==> src/rtl/instr_fetch.sv <==
// Instruction fetch / next-PC unit for the WISC multi-cycle core: one instruction in flight.
// Optional fetch timeout-and-reissue is enabled by defining IMEM_RETRY_EN.
module instr_fetch #(
  parameter int unsigned TIMEOUT = 15
) (
  input  logic        clk,
  input  logic        rst_n,
  output logic [15:0] imem_addr,
  output logic        imem_rd,
  input  logic        imem_rdy,
  input  logic [15:0] imem_data,
  output logic [15:0] instr,
  output logic        instr_vld,
  input  logic        advance,
  input  logic        sawBranch,
  input  logic [2:0]  branchOp,
  input  logic        sawJump,
  input  logic        hlt,
  input  logic [15:0] jr_target,
  input  logic        flag_z,
  input  logic        flag_n,
  input  logic        flag_v,
  output logic [15:0] pc,
  output logic [15:0] pc_plus1,
  output logic        halted
);

  // JR opcode in instr[15:12]; any other jump with sawJump is JAL.
  localparam logic [3:0] OPC_JR = 4'hD;

  typedef enum logic [2:0] {
    IDLE,
    FETCH,
    ISSUE,
    HALT
`ifdef IMEM_RETRY_EN
    , RETRY
`endif
  } state_e;

  state_e      state_q;
  logic [15:0] pc_q;
  logic [15:0] instr_q;
  logic        rd_q;
  logic        vld_q;
  logic        halted_q;
  logic        taken;
  logic [15:0] pc_d;

`ifdef IMEM_RETRY_EN
  localparam logic [3:0] WAIT_LAST = 4'(TIMEOUT - 1);
  logic [3:0] wait_q;
`endif

  always_comb begin
    taken = 1'b0;
    case (branchOp)
      3'b000:  taken = !flag_z;
      3'b001:  taken = flag_z;
      3'b010:  taken = !flag_z && !flag_n;
      3'b011:  taken = flag_n;
      3'b100:  taken = flag_z || !flag_n;
      3'b101:  taken = flag_n || flag_z;
      3'b110:  taken = flag_v;
      default: taken = 1'b1;
    endcase
  end

  always_comb begin
    pc_d = pc_q + 16'd1;
    if (sawJump && instr_q[15:12] == OPC_JR)
      pc_d = jr_target;
    else if (sawJump)
      pc_d = pc_q + 16'd1 + {{4{instr_q[11]}}, instr_q[11:0]};
    else if (sawBranch && taken)
      pc_d = pc_q + 16'd1 + {{7{instr_q[8]}}, instr_q[8:0]};
  end

  always_ff @(posedge clk or negedge rst_n) begin
    if (!rst_n) begin
      state_q  <= IDLE;
      pc_q     <= '0;
      instr_q  <= '0;
      rd_q     <= 1'b0;
      vld_q    <= 1'b0;
      halted_q <= 1'b0;
`ifdef IMEM_RETRY_EN
      wait_q   <= '0;
`endif
    end else begin
      case (state_q)
        IDLE: begin
          state_q <= FETCH;
          rd_q    <= 1'b1;
`ifdef IMEM_RETRY_EN
          wait_q  <= '0;
`endif
        end
        FETCH: begin
          if (imem_rdy) begin
            instr_q <= imem_data;
            vld_q   <= 1'b1;
            rd_q    <= 1'b0;
            state_q <= ISSUE;
          end
`ifdef IMEM_RETRY_EN
          // A ready arriving on the last counted cycle takes precedence over the retry.
          else if (wait_q == WAIT_LAST) begin
            rd_q    <= 1'b0;
            wait_q  <= '0;
            state_q <= RETRY;
          end else begin
            wait_q  <= wait_q + 4'd1;
          end
`endif
        end
        ISSUE: begin
          if (advance) begin
            vld_q <= 1'b0;
            if (hlt) begin
              halted_q <= 1'b1;
              state_q  <= HALT;
            end else begin
              pc_q    <= pc_d;
              rd_q    <= 1'b1;
              state_q <= FETCH;
`ifdef IMEM_RETRY_EN
              wait_q  <= '0;
`endif
            end
          end
        end
        HALT: begin
          state_q <= HALT;
        end
`ifdef IMEM_RETRY_EN
        RETRY: begin
          rd_q    <= 1'b1;
          wait_q  <= '0;
          state_q <= FETCH;
        end
`endif
        default: state_q <= IDLE;
      endcase
    end
  end

  assign imem_addr = pc_q;
  assign imem_rd   = rd_q;
  assign instr     = instr_q;
  assign instr_vld = vld_q;
  assign pc        = pc_q;
  assign pc_plus1  = pc_q + 16'd1;
  assign halted    = halted_q;

endmodule

==> config.mk <==
export PLATFORM = sky130hd
export DESIGN_NAME = instr_fetch
export DESIGN_NICKNAME = d
export VERILOG_FILES = /design/src/rtl/instr_fetch.sv
export SDC_FILE = /design/constraint.sdc
export NUM_CORES = 1
export LEC_CHECK = 0
export BUFFER_PORTS_ARGS = -buffer_cell sky130_fd_sc_hd__buf_2
export CAP_MARGIN = 20
export CORE_ASPECT_RATIO = 0.5
export CORE_UTILIZATION = 47
export DETAILED_ROUTE_END_ITERATION = 10
export PLACE_DENSITY = 0.78
export SLEW_MARGIN = 15
export SYNTH_ARGS = -nofsm -noshare
export SYNTH_HDL_FRONTEND = slang
export SYNTH_SLANG_ARGS = --single-unit
export TNS_END_PERCENT = 30
==> constraint.sdc <==
create_clock -name clk -period 3.2 [get_ports clk]
set_input_delay 0.16 -clock clk [delete_from_list [all_inputs] [get_ports clk]]
set_output_delay 0.16 -clock clk [all_outputs]
set_load 0.05 [all_outputs]
==> results by group, run 1 <==
Status
  – Status: finished with violations
  – Violated checks: hold timing, setup timing

Clocking
  – CTS H-tree depth: 2
  – Clock Sinks: 37
  – CTS Root Cell: clkbuf_16
  – TritonCTS clock tree: built
  – Clk Latency, worst-skew pair: 0.28 ns
  – CTS max path bufs: 2
  – Clk slew on worst S/H paths: 0.06 ns
  – Hold buffer count at CTS: 0
  – Total CTS buffers: 5

Floorplan
  – Die Width: 120.8 um
  – Core area: 0.006753 mm2
  – Initial Utilization: 0.4908
  – Die footprint: 0.007412 mm2
  – Std-Cell Rows: 21
  – Chip Height: 61.38 um
  – IO Pins: 112

Critical path
  – Critical Path RT: 3.37 ns
  – Crit Path Max Fanout: 5
  – Worst path arrival time: 3.41 ns
  – CP max stage cell: dfrtp_2
  – Critical Path Most Common Cell: ha_4
  – Crit path cell chain: ha_4 -> nand4_1 -> buf_6 -> nor2_4 -> xor2_4 -> ha_4 -> a21o_1 -> nor2_2 -> a21o_2 -> or3b_4 -> a2111o_1 -> and4b_1 -> and3_1
  – Setup CP Type: flop to flop
  – Crit. End Element: flop
  – Reg-to-reg slack, setup: -0.04 ns
  – R2R depth: 13
  – CP max stage delay: 0.40 ns
  – Startpoint types: flop

Synthesis
  – Yosys warns: 0
  – Top_reg_cell synth: dfrtp_1
  – Mapped Area: 0.003314 mm2
  – Largest cells by area after synthesis: dfrtp_1 (28%), ha_1 (9.4%), mux2_2 (5.8%), o21ai_0 (5.3%), nand2_1 (4.4%)
  – Post-synth EDFFs: 0
  – Post-synthesis cell type count: 61
  – Synth area leader: dfrtp_1
  – Syn nets: 464
  – Synthesized instance count: 393
  – FF+latch count, synth: 37
  – Seq/Total Area, Yosys: 0.2794
  – Post-synth top area share: 0.2794
  – Async SR Flop Fraction: 1.000
  – Avg Cell Area, Syn: 8.434 um2

Detailed routing
  – DRC: 0
  – Initial DRC count: 189
  – Via density: 5.551
  – Vias: 3364
  – TritonRoute pass-1 iters: 4
  – Final ANT Viol Nets: 0
  – Routed WL: 9272 um
  – Post-DR wirelength/cell: 15.30 um

Layout
  – Synth-to-Final Area Change: 36.77%
  – # diodes: 0
  – Fin nets: 584
  – Fin cells: 606
  – Layout cells sized above 1: 0.4377
  – Commonest non-fill, non-tap cells in the layout: buf_2 (111), nand2_1 (37), o21ai_0 (33)
  – Fillcell total: 535
  – Commonest non-fill, non-tap cell in the layout: buf_2

Place
  – Final GP Congestion: 0.9114
  – HPWL Detailed: 7023 um
  – Dpl cells: 590
  – Port Buffers: 111

Global routing
  – First-pass GRT wire length: 14660 um
  – GRT Total Usage: 0.2587
  – Pin count of the biggest net entering global routing: 38
  – Antenna violations before repair: 0
  – Vias in the first global route: 3039
  – Grt ovf: 0

Run
  – Max-Cap Viols: 0

Hold path
  – Class of the worst hold path: input pin to async pin

STA
  – Setup Skew: 0.006498 ns
  – Hold Vio Cnt, Final: 12
  – Worst hold slack: -0.01094 ns
  – Final setup fails: 1
  – Minimum clock period: 3.244 ns
  – Final period util: 1.014
  – Slew margin rel.: 0.4154
  – Max Slew Vio Count: 0
  – Worst-Margin Slew: 0.8770 ns
  – RSZ-0062 raised after global routing: yes
  – Post-route setup slack: -0.04355 ns
  – Fmax: 308.3 MHz
final cells by class:
| cell class | instances | area, um2 | share of cell area |
|---|---|---|---|
| multi-input cells | 314 | 2484 | 0.5479 |
| clock buffers | 5 | 125.1 | 0.02760 |
| well taps | 92 | 115.1 | 0.02539 |
| flip-flops and latches | 37 | 947.2 | 0.2089 |
| repair buffers | 142 | 792.0 | 0.1747 |
| clock inverters | 3 | 21.27 | 0.004692 |
| inverters | 13 | 48.80 | 0.01076 |
cell usage after synthesis (all sizes together) (2+ instances only):
master  instances
o211a           2
mux2i           2
nand4b          2
nand2b          3
a31oi           4
mux2           17
dfrtp          37
a21oi          25
nor2b           5
a221oi          2
o31ai           2
ha             25
and3            8
nand3b          3
inv            13
a21o            5
a211o           2
nor2           30
xnor2          15
a41o            3
and2            4
xor2           13
o211ai          6
nand2          39
nor3            7
or3             6
buf            17
o22ai           4
clkbuf         12
a21boi          2
a211oi          3
nand4           6
nand3          15
o21ai          35
worst paths after layout:
kind | from | end
worst max-delay path | imem_addr[0] | imem_addr[15]
worst min-delay path | rst_n | imem_addr[15]
worst max register to register | imem_addr[0] | imem_addr[15]
worst min register to register | halted | halted
max in group asynchronous | rst_n | imem_addr[6]
min in group clk | imem_data[0] | instr[0]
registers in the layout, summed over array words and instances, names as in the netlist:
name / cells
instr: 16
instr_vld: 1
imem_addr: 16
state_q: 2
imem_rd: 1
halted: 1
stage by stage:
stage               setup slack, ns    util  hold slack, ns  setup TNS [ns]  cell area (um2)
floorplan                   -0.2975       -         -0.1356         -0.5822             3591
global placement            0.06349  0.6302          0.3235               0             4255
detailed placement         -0.03387  0.6302          0.3264        -0.03387             4255
CTS                        0.003877  0.6537         0.02721               0             4414
global route                -0.1870  0.6713         0.06727         -0.2522             4533
finish                     -0.04355  0.6713        -0.01094        -0.04355             4533
worst max-delay path, delay by kind of cell (launching register included):
kind                     cells  cell delay (ns)
AO/OA/AOI/OAI                3             0.75
XOR/XNOR                     1             0.21
adder cells (fa/ha/maj)      2             0.40
buffers and inverters        1             0.19
flip-flops                   1             0.40
AND/OR/NAND/NOR              6             1.16
timing repair:
action / CTS / global route
buffers inserted: 1 / 7
endpoints found under the hold margin: 0 / 0
resized for setup: 1 / 17
endpoints found under the setup margin: 1 / 4
cloned: 0 / 0
pin swaps: 4 / 12
cell families (layout without fill, tap and decap cells):
| family | after synthesis | count (layout) | synth area share |
|---|---|---|---|
| AO/OA/AOI/OAI | 104 | 104 | 0.2008 |
| adder cells (fa/ha/maj) | 26 | 26 | 0.1004 |
| multiplexers | 19 | 19 | 0.06380 |
| AND/OR/NAND/NOR | 136 | 136 | 0.2061 |
| buffers and inverters | 42 | 163 | 0.06871 |
| XOR/XNOR | 29 | 29 | 0.08079 |
| flip-flops | 37 | 37 | 0.2794 |
routing by layer:
layer / vias up / part of all wire / track usage
met4: 0 / 0.0077 / 0.06702
met5: - / 0 / 0
met2: 115 / 0.46 / 0.4351
li1: 1650 / - / -
met3: 12 / 0.075 / 0.05463
met1: 1587 / 0.46 / 0.3483
Power of run 1 is not shown: default switching activity piles up to over one toggle a cycle in this logic, so the estimate is an artifact.
==> run 2: changes to the inputs <==
--- a/config.mk
+++ b/config.mk
@@ -11,6 +11,7 @@
 export CORE_UTILIZATION = 47
 export DETAILED_ROUTE_END_ITERATION = 10
 export PLACE_DENSITY = 0.78
+export SKIP_CTS_REPAIR_TIMING = 1
 export SLEW_MARGIN = 15
 export SYNTH_ARGS = -nofsm -noshare
 export SYNTH_HDL_FRONTEND = slang
==> results by group, run 2 (synthesis gave the netlist of run 1 again) <==
STA
  – Final period util: 1.011 (was 1.014)
  – Minimum clock period: 3.234 ns (was 3.244 ns)
  – Setup Skew: 0.005996 ns (was 0.006498 ns)
  – Post-route setup slack: -0.03428 ns (was -0.04355 ns)
  – RSZ-0062 raised after global routing: yes (unchanged)
  – Max Slew Vio Count: 0 (unchanged)
  – Final setup fails: 1 (unchanged)
  – Worst hold slack: -0.002659 ns (was -0.01094 ns)
  – Hold Vio Cnt, Final: 5 (was 12)
  – Fmax: 309.2 MHz (was 308.3 MHz)
  – Total negative slack: -0.03428 ns (was -0.04355 ns)
  – Slew margin rel.: 0.4147 (was 0.4154)
  – Worst-Margin Slew: 0.8780 ns (was 0.8770 ns)

Floorplan
  – Initial Utilization: 0.4908 (unchanged)
  – Chip Height: 61.38 um (unchanged)
  – Std-Cell Rows: 21 (unchanged)
  – IO Pins: 112 (unchanged)
  – Die footprint: 0.007412 mm2 (unchanged)
  – Core area: 0.006753 mm2 (unchanged)
  – Die Width: 120.8 um (unchanged)

Detailed routing
  – TritonRoute pass-1 iters: 5 (was 4)
  – DRC: 0 (unchanged)
  – Post-DR wirelength/cell: 15.31 um (was 15.30 um)
  – Initial DRC count: 200 (was 189)
  – Via density: 5.586 (was 5.551)
  – Final ANT Viol Nets: 0 (unchanged)
  – Vias: 3385 (was 3364)
  – Routed WL: 9276 um (was 9272 um)

Layout
  – Sequential cell area: 947.2 um2 (unchanged)
  – # diodes: 0 (unchanged)
  – Synth-to-Final Area Change: 36.54% (was 36.77%)
  – Commonest non-fill, non-tap cell in the layout: buf_2 (unchanged)
  – Fillcell total: 536 (was 535)
  – Area of the multi-input gates: 0.002476 mm2 (was 0.002484 mm2)
  – Commonest non-fill, non-tap cells in the layout: buf_2 (111), nand2_1 (37), o21ai_0 (33) (unchanged)
  – Fin nets: 584 (unchanged)
  – Layout cells sized above 1: 0.4377 (unchanged)

Critical path
  – Critical Path RT: 3.37 ns (about the same)
  – CP max stage delay: 0.40 ns (about the same)
  – Critical Path Most Common Cell: ha_4 (unchanged)
  – Crit. End Element: flop (unchanged)
  – Crit path cell chain: ha_4 -> nand4_1 -> buf_6 -> nor2_4 -> xor2_4 -> ha_4 -> a21o_1 -> nor2_2 -> a21o_2 -> or3b_4 -> a2111o_1 -> and4b_1 -> and3_1 (unchanged)
  – Setup CP Type: flop to flop (unchanged)
  – Worst path arrival time: 3.40 ns (was 3.41 ns)
  – CP max stage cell: dfrtp_2 (unchanged)
  – R2R depth: 13 (unchanged)
  – Crit Path Max Fanout: 5 (unchanged)
  – Startpoint types: flop (unchanged)

Global routing
  – Antenna violations before repair: 0 (unchanged)
  – Grt ovf: 0 (unchanged)
  – First-pass GRT wire length: 14650 um (was 14660 um)
  – Pin count of the biggest net entering global routing: 38 (unchanged)
  – GRT Total Usage: 0.2583 (was 0.2587)
  – Vias in the first global route: 3036 (was 3039)

Clocking
  – CTS max path bufs: 2 (unchanged)
  – Total CTS buffers: 5 (unchanged)
  – TritonCTS clock tree: built (unchanged)
  – CTS H-tree depth: 2 (unchanged)
  – Clk slew on worst S/H paths: 0.06 ns (about the same)
  – Clk Latency, worst-skew pair: 0.28 ns (about the same)
  – Clock Sinks: 37 (unchanged)
  – CTS Root Cell: clkbuf_16 (unchanged)

Status
  – Violated checks: hold timing, setup timing (unchanged)
  – Status: finished with violations (unchanged)

Place
  – Port Buffers: 111 (unchanged)
  – Final GP Congestion: 0.9114 (unchanged)
  – HPWL Detailed: 7023 um (unchanged)

Hold path
  – Class of the worst hold path: input pin to async pin (unchanged)

Run
  – Max-Cap Viols: 0 (unchanged)
[run 2: changes by cell type in the layout (fill, tap and decap cells not counted)]
cell and change:
o21ai_2 +1, o21ai_4 -1
[run 2: layout make-up]
| type | count | share of cell area |
|---|---|---|
| timing repair buffer | 142 | 0.1750 |
| clock buffer | 5 | 0.02765 |
| clock inverter | 3 | 0.004700 |
| tap | 92 | 0.02544 |
| inverter | 13 | 0.01078 |
| sequential | 37 | 0.2093 |
| multi-input combinational | 314 | 0.5471 |
[run 2: path summary, 6_finish.rpt]
check | start | end | slack, ns
min | rst_n | imem_addr[14] | -0.003
min reg2reg | halted | halted | 0.46
min in group clk | imem_data[0] | instr[0] | 0.10
max in group asynchronous | rst_n | imem_addr[8] | 2.56
max reg2reg | imem_addr[1] | imem_addr[15] | -0.03
max | imem_addr[1] | imem_addr[15] | -0.03
[run 2: layer usage]
| layer | share of wire | GRT usage |
|---|---|---|
| met1 | 0.47 | 0.3483 |
| met2 | 0.46 | 0.4335 |
| met3 | 0.055 | 0.05463 |
| met4 | 0.014 | 0.06702 |
| met5 | 0 | 0 |
[run 2: stage by stage]
stage               instances  utilization  worst slack, ns  area [um2]  hold WS (ns)
global placement          590       0.6302          0.06349        4255        0.3235
detailed placement        590       0.6302         -0.03387        4255        0.3264
CTS                       598       0.6518         -0.05872        4402       0.02721
global route              606       0.6702          -0.1769        4526       0.06888
floorplan                 393            -          -0.2975        3591       -0.1356
finish                    606       0.6702         -0.03428        4526     -0.002659
[run 2: worst max-delay path, delay by kind of cell, from the launching register on]
kind | cells | cell delay [ns]
and+or+nand+nor | 6 | 1.17
AOI/OAI and AO/OA | 3 | 0.75
DFF | 1 | 0.40
adders and majority gates | 2 | 0.39
buffers and inverters | 1 | 0.20
xor gates and xnor gates | 1 | 0.20
Power of run 2 is left out for the same reason.
==> run 3: changes to the inputs <==
--- a/config.mk
+++ b/config.mk
@@ -8,9 +8,10 @@
 export BUFFER_PORTS_ARGS = -buffer_cell sky130_fd_sc_hd__buf_2
 export CAP_MARGIN = 20
 export CORE_ASPECT_RATIO = 0.5
-export CORE_UTILIZATION = 47
+export CORE_UTILIZATION = 48
+export CTS_BUF_LIST = sky130_fd_sc_hd__clkbuf_2 sky130_fd_sc_hd__clkbuf_4 sky130_fd_sc_hd__clkbuf_8
 export DETAILED_ROUTE_END_ITERATION = 10
-export PLACE_DENSITY = 0.78
+export PLACE_DENSITY = 0.8
 export SKIP_CTS_REPAIR_TIMING = 1
 export SLEW_MARGIN = 15
 export SYNTH_ARGS = -nofsm -noshare
==> constraint.sdc (replaced) <==
create_clock -name clk -period 3.2 [get_ports clk]
set_input_delay 0.64 -clock clk [delete_from_list [all_inputs] [get_ports clk]]
set_output_delay 0.64 -clock clk [all_outputs]
set_load 0.05 [all_outputs]
==> results by group, run 3 (synthesis gave the netlist of run 1 again) <==
STA
  – Max Slew Vio Count: 0 (unchanged)
  – Worst-Margin Slew: 0.8818 ns (was 0.8780 ns)
  – Setup Skew: 0.006464 ns (was 0.005996 ns)
  – Final period util: 1.014 (was 1.011)
  – Slew margin rel.: 0.4122 (was 0.4147)
  – Final setup fails: 1 (unchanged)
  – Hold Vio Cnt, Final: 0 (was 5)
  – Minimum clock period: 3.244 ns (was 3.234 ns)
  – Fmax: 308.3 MHz (was 309.2 MHz)
  – RSZ-0062 raised after global routing: yes (unchanged)
  – Post-route setup slack: -0.04397 ns (was -0.03428 ns)

Critical path
  – R2R depth: 12 (was 13)
  – Setup CP Type: flop to flop (unchanged)
  – Worst path arrival time: 3.45 ns (was 3.40 ns)
  – Startpoint types: flop (unchanged)
  – Crit Path Max Fanout: 5 (unchanged)
  – Critical Path RT: 3.41 ns (was 3.37 ns)
  – Crit. End Element: flop (unchanged)

Layout
  – Sequential cell area: 947.2 um2 (unchanged)
  – Area of the multi-input gates: 0.002447 mm2 (was 0.002476 mm2)
  – Commonest non-fill, non-tap cells in the layout: buf_2 (111), nand2_1 (38), o21ai_0 (32) (was buf_2 (111), nand2_1 (37), o21ai_0 (33))
  – Design Area, Final: 0.004461 mm2 (was 0.004526 mm2)
  – Commonest non-fill, non-tap cell in the layout: buf_2 (unchanged)
  – Fin nets: 582 (was 584)
  – Layout cells sized above 1: 0.4238 (was 0.4377)
  – Fillcell total: 516 (was 536)
  – # diodes: 0 (unchanged)
  – Synth-to-Final Area Change: 34.58% (was 36.54%)

Place
  – Port Buffers: 111 (unchanged)
  – Final GP Congestion: 0.8968 (was 0.9114)
  – HPWL Detailed: 7481 um (was 7023 um)
  – Area of placed instances: 0.004280 mm2 (was 0.004255 mm2)

Clocking
  – Total CTS buffers: 5 (unchanged)
  – TritonCTS clock tree: built (unchanged)
  – Clk slew on worst S/H paths: 0.08 ns (was 0.06 ns)
  – Clock Sinks: 37 (unchanged)
  – Clk Latency, worst-skew pair: 0.31 ns (was 0.28 ns)
  – CTS max path bufs: 2 (unchanged)
  – CTS Root Cell: clkbuf_8 (was clkbuf_16)
  – CTS H-tree depth: 2 (unchanged)

Global routing
  – Pin count of the biggest net entering global routing: 38 (unchanged)
  – Antenna violations before repair: 0 (unchanged)
  – First-pass GRT wire length: 15530 um (was 14650 um)
  – Vias in the first global route: 3164 (was 3036)
  – Grt ovf: 0 (unchanged)
  – GRT Total Usage: 0.2794 (was 0.2583)

Floorplan
  – Core area: 0.006356 mm2 (was 0.006753 mm2)
  – Std-Cell Rows: 20 (was 21)
  – Die Width: 119.5 um (was 120.8 um)
  – Initial Utilization: 0.5215 (was 0.4908)
  – Chip Height: 60.76 um (was 61.38 um)
  – Die footprint: 0.007262 mm2 (was 0.007412 mm2)
  – IO Pins: 112 (unchanged)

Run
  – Max-Cap Viols: 0 (unchanged)

Detailed routing
  – Post-DR wirelength/cell: 16.35 um (was 15.31 um)
  – Met3 wire length: 667 um (was 506 um)
  – TritonRoute pass-1 iters: 4 (was 5)
  – DRC: 0 (unchanged)
  – Met2 WL post-DR: 4477 um (was 4269 um)
  – Top routing layer used: met4 (unchanged)
  – Final ANT Viol Nets: 0 (unchanged)
  – Via density: 5.715 (was 5.586)
  – Vias: 3429 (was 3385)
  – Routed WL: 9811 um (was 9276 um)
  – Initial DRC count: 214 (was 200)
  – Met1 WL: 4567 um (was 4366 um)

Status
  – Status: finished with violations (unchanged)
  – Violated checks: setup timing (was hold timing, setup timing)

Hold path
  – Class of the worst hold path: input pin to async pin (unchanged)
## run 3: final cells by class
| type | instances | area share |
|---|---|---|
| Clock inverter | 3 | 0.01459 |
| Clock buffer | 5 | 0.01543 |
| Multi-Input combinational cell | 314 | 0.5487 |
| Inverter | 13 | 0.01094 |
| Timing Repair Buffer | 140 | 0.1734 |
| Tap cell | 88 | 0.02468 |
| Sequential cell | 37 | 0.2123 |
## run 3: per-stage QoR
step | cells | setup WS [ns] | utilization | setup TNS [ns] | hold slack, ns
detailed placement | 590 | -0.05389 | 0.6734 | -0.05389 | 0.4979
CTS | 598 | -0.07793 | 0.6945 | -0.07793 | 0.4682
global route | 600 | -0.1293 | 0.7018 | -0.1503 | 0.5097
floorplan | 393 | -0.2975 | - | -0.5822 | 0.3444
finish | 600 | -0.04397 | 0.7018 | -0.04397 | 0.4355
global placement | 590 | 0.06853 | 0.6734 | 0 | 0.4453
## run 3: worst max-delay path, stage by stage, from the launching register on
cell and delay, ns:
dfrtp_2 0.43, ha_4 0.18, nand4_1 0.25, nor2_2 0.27
xor2_4 0.21, ha_4 0.24, a21o_1 0.20, nor2_2 0.13
a21o_2 0.17, or3b_4 0.39, a2111o_1 0.37, and4b_1 0.18
and3_1 0.14
## run 3: metal layers
metal | up-vias | GRT usage
met1 | 1640 | 0.3855
met5 | - | 0
met3 | 10 | 0.04417
met4 | 0 | 0.07679
li1 | 1655 | -
met2 | 124 | 0.4657
## run 3: final timing paths
path	startpoint	endpoint	slack, ns
max reg2reg	imem_addr[1]	imem_addr[15]	-0.04
max	imem_addr[1]	imem_addr[15]	-0.04
min reg2reg	halted	halted	0.51
min	rst_n	imem_addr[8]	0.44
min in group clk	halted	halted	0.51
max in group asynchronous	rst_n	imem_addr[4]	2.12
Power of run 3 is left out for the same reason.
